**config.mk**
```make
export PLATFORM = sky130hd
export DESIGN_NAME = mul_onehot_dec
export DESIGN_NICKNAME = d
export VERILOG_FILES = /design/src/rtl/mul_onehot_dec.sv
export SDC_FILE = /design/constraint.sdc
export NUM_CORES = 1
export LEC_CHECK = 0
export ABC_CLOCK_PERIOD_IN_PS = 2700
export BUFFER_PORTS_ARGS = -buffer_cell sky130_fd_sc_hd__buf_2
export CORE_MARGIN = 2
export CORE_UTILIZATION = 30
export CTS_CLUSTER_DIAMETER = 60
export DETAILED_ROUTE_END_ITERATION = 10
export RECOVER_POWER = 50
export SLEW_MARGIN = 0
export SYNTH_ARGS = -nofsm -noshare
export SYNTH_HDL_FRONTEND = slang
export SYNTH_SLANG_ARGS = --single-unit
```
**constraint.sdc**
```tcl
create_clock -name clk -period 2.7 [get_ports clk]
set_clock_uncertainty 0.1 [all_clocks]
set_input_delay 0.54 -clock clk [delete_from_list [all_inputs] [get_ports clk]]
set_output_delay 0.54 -clock clk [all_outputs]
set_load 0.05 [all_outputs]
```
**src/rtl/mul_onehot_dec.sv**
```systemverilog
// Leading-one mask decoder with normalising shift: turns a one-hot MSB-first mask into a
// leading-zero count and left-shifts the mantissa by that count. Two registered stages with valid/ready.
module mul_onehot_dec #(
  parameter  int INPUT_WIDTH = 24,
  localparam int CNT_WIDTH   = $clog2(INPUT_WIDTH + 1)
) (
  input  logic                   clk,
  input  logic                   rst_n,
  input  logic                   in_valid,
  output logic                   in_ready,
  input  logic [INPUT_WIDTH-1:0] in_mask,
  input  logic [INPUT_WIDTH-1:0] in_data,
  output logic                   out_valid,
  input  logic                   out_ready,
  output logic [CNT_WIDTH-1:0]   out_lzc,
  output logic [INPUT_WIDTH-1:0] out_norm,
  output logic                   out_zero,
  output logic                   out_err
);

  logic                   s1_valid_reg;
  logic [INPUT_WIDTH-1:0] s1_data_reg;
  logic [CNT_WIDTH-1:0]   s1_lzc_reg;
  logic                   s1_zero_reg;
  logic                   s1_err_reg;
  logic                   s2_valid_reg;

  logic                   s1_adv;
  logic                   s2_adv;
  logic [CNT_WIDTH-1:0]   enc_lzc;
  logic                   enc_zero;
  logic                   enc_err;

  assign s2_adv    = !s2_valid_reg || out_ready;
  assign s1_adv    = !s1_valid_reg || s2_adv;
  assign in_ready  = s1_adv;
  assign out_valid = s2_valid_reg;

  // Ascending scan so the highest set bit wins; a malformed mask falls back to MSB priority.
  always_comb begin
    enc_lzc = CNT_WIDTH'(INPUT_WIDTH);
    for (int i = 0; i < INPUT_WIDTH; i++) begin
      if (in_mask[i]) enc_lzc = CNT_WIDTH'(INPUT_WIDTH - 1 - i);
    end
    enc_zero = ~|in_mask;
    enc_err  = |(in_mask & (in_mask - INPUT_WIDTH'(1)));
  end

  always_ff @(posedge clk or negedge rst_n) begin
    if (!rst_n) begin
      s1_valid_reg <= 1'b0;
      s1_data_reg  <= '0;
      s1_lzc_reg   <= '0;
      s1_zero_reg  <= 1'b0;
      s1_err_reg   <= 1'b0;
    end else if (s1_adv) begin
      s1_valid_reg <= in_valid;
      if (in_valid) begin
        s1_data_reg <= in_data;
        s1_lzc_reg  <= enc_lzc;
        s1_zero_reg <= enc_zero;
        s1_err_reg  <= enc_err;
      end
    end
  end

  always_ff @(posedge clk or negedge rst_n) begin
    if (!rst_n) begin
      s2_valid_reg <= 1'b0;
      out_lzc      <= '0;
      out_norm     <= '0;
      out_zero     <= 1'b0;
      out_err      <= 1'b0;
    end else if (s2_adv) begin
      s2_valid_reg <= s1_valid_reg;
      if (s1_valid_reg) begin
        out_lzc  <= s1_lzc_reg;
        out_norm <= s1_zero_reg ? '0 : (s1_data_reg << s1_lzc_reg);
        out_zero <= s1_zero_reg;
        out_err  <= s1_err_reg;
      end
    end
  end

endmodule

```
==> flow_summary_export.csv <==
group,metric,value,unit
sta,rsz0062_at_grt,"false",
power_and_ir_drop,pwr-share-comb,0.346,
power_and_ir_drop,p_leak,0.00200,uW
critical_path,worstPathArrival,2520,ps
critical_path,r2r_setup_slack,280,ps
placed_design,routabilityCongestion,0.884,
global_routing,grt_pass1_vias,2981,
drt,antenna_left,0,
sta,period_needed,2420,ps
sta,final-hold-violation-count,0,
cts,clk_pin_slew,50,ps
synthesis,synth_ff_type,"dfrtp_1",
sta,timing.fmax,413,MHz
synthesis,syn_area,0.00383,mm2
synthesis,netlist_instances,354,
synthesis,synth_compound_area_frac,0.170,
critical_path,cp.required,2800,ps
synthesis,seq_area_frac_synth,0.418,
critical_path,worst_r2r_endpoint,"out_norm[23]",
power_and_ir_drop,p_switching,1440,uW
hold_path,hold_path_depth,2,
floorplanning,die_w,117,um
power_and_ir_drop,p_int,2470,uW
drt,first_pass_iters,4,
synthesis,async_reset_ff_frac,1.00,
layout,most-common-layout-cells,"buf_2, dfrtp_1, mux2_2, a21oi_1, nor2_1",
power_and_ir_drop,cellPowerDensity,817,mW/mm2
critical_path,crit_fanout,15,
global_routing,grt_pass1_wl,16000,um
cts,clkLatencyLatePin,330,ps
status,violations,"capacitance limit, slew limit",
sta,setup_ws,279,ps
synthesis,synth_seq_cells,64,
run,maxCapViolations,1,
layout,n_antenna_cell,0,
sta,worst_pin_slew,1970,ps
layout,fin_nets,493,
placed_design,port_buffers,84,
sta,tns,0,ps
synthesis,yosys.area_share.simple,0.131,
global_routing,antenna_found_initial,0,
synthesis,yosys_warnings,0,
synthesis,synth_xor_area_frac,0,
drt,vias,3166,
synthesis,synth_cell_types,52,
synthesis,synth_edf_count,0,
synthesis,synth.area.mux_share,0.243,
floorplanning,fp.dieH,117,um
critical_path,path_cells,"mux4_2, mux2i_1, a21oi_1, a222oi_1, inv_1",
cts,cts_buffers,9,
drt,wl_per_cell,16.4,um
cts,cts.sinks,64,
global_routing,grt_max_degree,37,
power_and_ir_drop,seqPwrFrac,0.333,
sta,maxSlewViolCount,37,
sta,hold_ws,329,ps
hold_path,hold-path-endpoint,"s1_valid_reg",
layout,layout-drive-gt1-share,0.364,
floorplanning,io_pins,85,
floorplanning,fp.coreArea,0.0125,mm2
cts,hold_buffers,0,
critical_path,r2r_cells,5,
critical_path,worstSetupPathType,"flop to flop",
layout,final_common_cell,"buf_2",
status,status,"finished with violations",
sta,setup_viol,0,
hold_path,worstHoldStart,"in_valid",
synthesis,syn_avg_cell_area,10.8,um2
power_and_ir_drop,clock_power_share,0.321,
cts,cts_setup_buffers,0,
layout,fill_cells,1262,
critical_path,max_stage_delay,790,ps
floorplanning,die-area,0.0137,mm2
critical_path,slowest_stage,"dfrtp_1",
power_and_ir_drop,switching_share,0.368,
drt,first_iter_violations,221,
drt,wl,10100,um
sta,relSlewSlack,-0.313,
floorplanning,start_util,0.306,
synthesis,yosys.area_share.adder,0.00261,
layout,area_growth,24.9,%
global_routing,grt-ovfl-total,0,
critical_path,rr_startpoint,"s1_lzc_reg[0]",
synthesis,synth_top_family_by_area,"multiplexers",
sta,min_period_over_period,0.897,
placed_design,hpwl,7860,um
hold_path,min_path_type,"input port to flop",
drt,drc,0,
critical_path,cp-end-kind,"flop",
cts,cts_tree,"yes",
floorplanning,row_count,41,
cts,ctsResizeCount,0,
power_and_ir_drop,irDropWorstVdd,0.249,mV
drt,routed_via_density,5.13,
global_routing,track_usage,0.152,
placed_design,pre_cts_slack,278,ps
cts,root_buffer,"clkbuf_16",
critical_path,startpoint_type,"flop",
cts,cts_max_level,3,
cts,cts_buffer_depth,2,
synthesis,synth.net_count,406,
cells in the mapped netlist (2+ instances only):
library cell | number | area share
nor4_4 | 3 | 0.017
mux2_2 | 36 | 0.11
o21ai_0 | 17 | 0.022
o211ai_1 | 2 | 0.0039
o21ai_1 | 9 | 0.012
dfrtp_1 | 64 | 0.42
nor2b_1 | 3 | 0.0049
a211oi_1 | 4 | 0.0078
buf_2 | 4 | 0.0052
nand2_1 | 26 | 0.025
or4_1 | 4 | 0.0078
o31ai_1 | 2 | 0.0039
a21oi_1 | 28 | 0.037
a31oi_1 | 2 | 0.0033
nor3b_1 | 3 | 0.0059
mux4_2 | 17 | 0.10
nand2b_1 | 6 | 0.0098
clkbuf_1 | 15 | 0.015
a22oi_1 | 3 | 0.0059
mux2i_1 | 13 | 0.034
o32ai_1 | 3 | 0.0069
nand3b_1 | 2 | 0.0039
nor2_1 | 27 | 0.026
nor3_1 | 5 | 0.0065
or3_1 | 2 | 0.0033
a222oi_1 | 2 | 0.0052
a211o_1 | 3 | 0.0069
nand4_1 | 2 | 0.0033
o22ai_1 | 4 | 0.0065
a22o_1 | 12 | 0.027
inv_1 | 10 | 0.0098
how the worst max path moves through the flow:
stage          depth (start not counted)  slack [ps]          start              end
2_1_floorplan                          4         140      out_valid  s1_data_reg[10]
3_3_place_gp                           6         330     in_mask[3]       s1_err_reg
3_5_place_dp                           5         280  s1_lzc_reg[0]     out_norm[23]
4_1_cts                                5         250  s1_lzc_reg[0]     out_norm[23]
5_1_grt                                5          70  s1_lzc_reg[0]     out_norm[23]
6_report                               5         280  s1_lzc_reg[0]     out_norm[23]
power groups by stage:
stage	Combinational (uW)	Clock (uW)	Sequential, uW
CTS	1370	1280	1300
finish	1350	1250	1300
global route	1450	1320	1330
global placement	1360	0	1310
floorplan	600	0	1670
detailed placement	1360	0	1320
through the flow:
| stage | utilization | power [uW] | cells | area (um2) |
|---|---|---|---|---|
| 2_1_floorplan | - | 2270 | 354 | 3830 |
| 6_report | 0.382 | 3910 | 617 | 4780 |
| 3_3_place_gp | 0.358 | 2670 | 602 | 4480 |
| 4_1_cts | 0.384 | 3950 | 617 | 4810 |
| 3_5_place_dp | 0.358 | 2680 | 602 | 4480 |
| 5_1_grt | 0.382 | 4100 | 617 | 4780 |
worst max-delay path, delay by kind of cell (launching register included):
family / cells / cell delay [ps]
multiplexers: 2 / 870
buffers and inverters: 1 / 70
flip-flops: 1 / 790
AO/OA/AOI/OAI: 2 / 460
kinds of logic (layout without fill, tap and decap cells):
kind of cell,after synthesis,count (layout)
mux,67,67
fa+ha+maj,1,1
buf+inv,32,123
flops,64,64
compound gates,100,100
simple gates,90,90
cell type report:
cell class	count	area (um2)	share of cell area
flip-flops and latches	64	1600	0.335
clock inverters	3	65.1	0.0136
well taps	172	215	0.0450
clock buffers	12	256	0.0536
repair buffers	98	517	0.108
multi-input cells	258	2090	0.437
inverters	10	37.5	0.00785
per-layer routing:
metal	share of wire	vias to the layer above	GRT usage
li1	-	1533	-
met1	0.48	1497	0.222
met5	0	-	0
met2	0.44	117	0.225
met3	0.054	19	0.0319
met4	0.021	0	0.0533
Note: power is estimated with default switching activity, not from simulation.
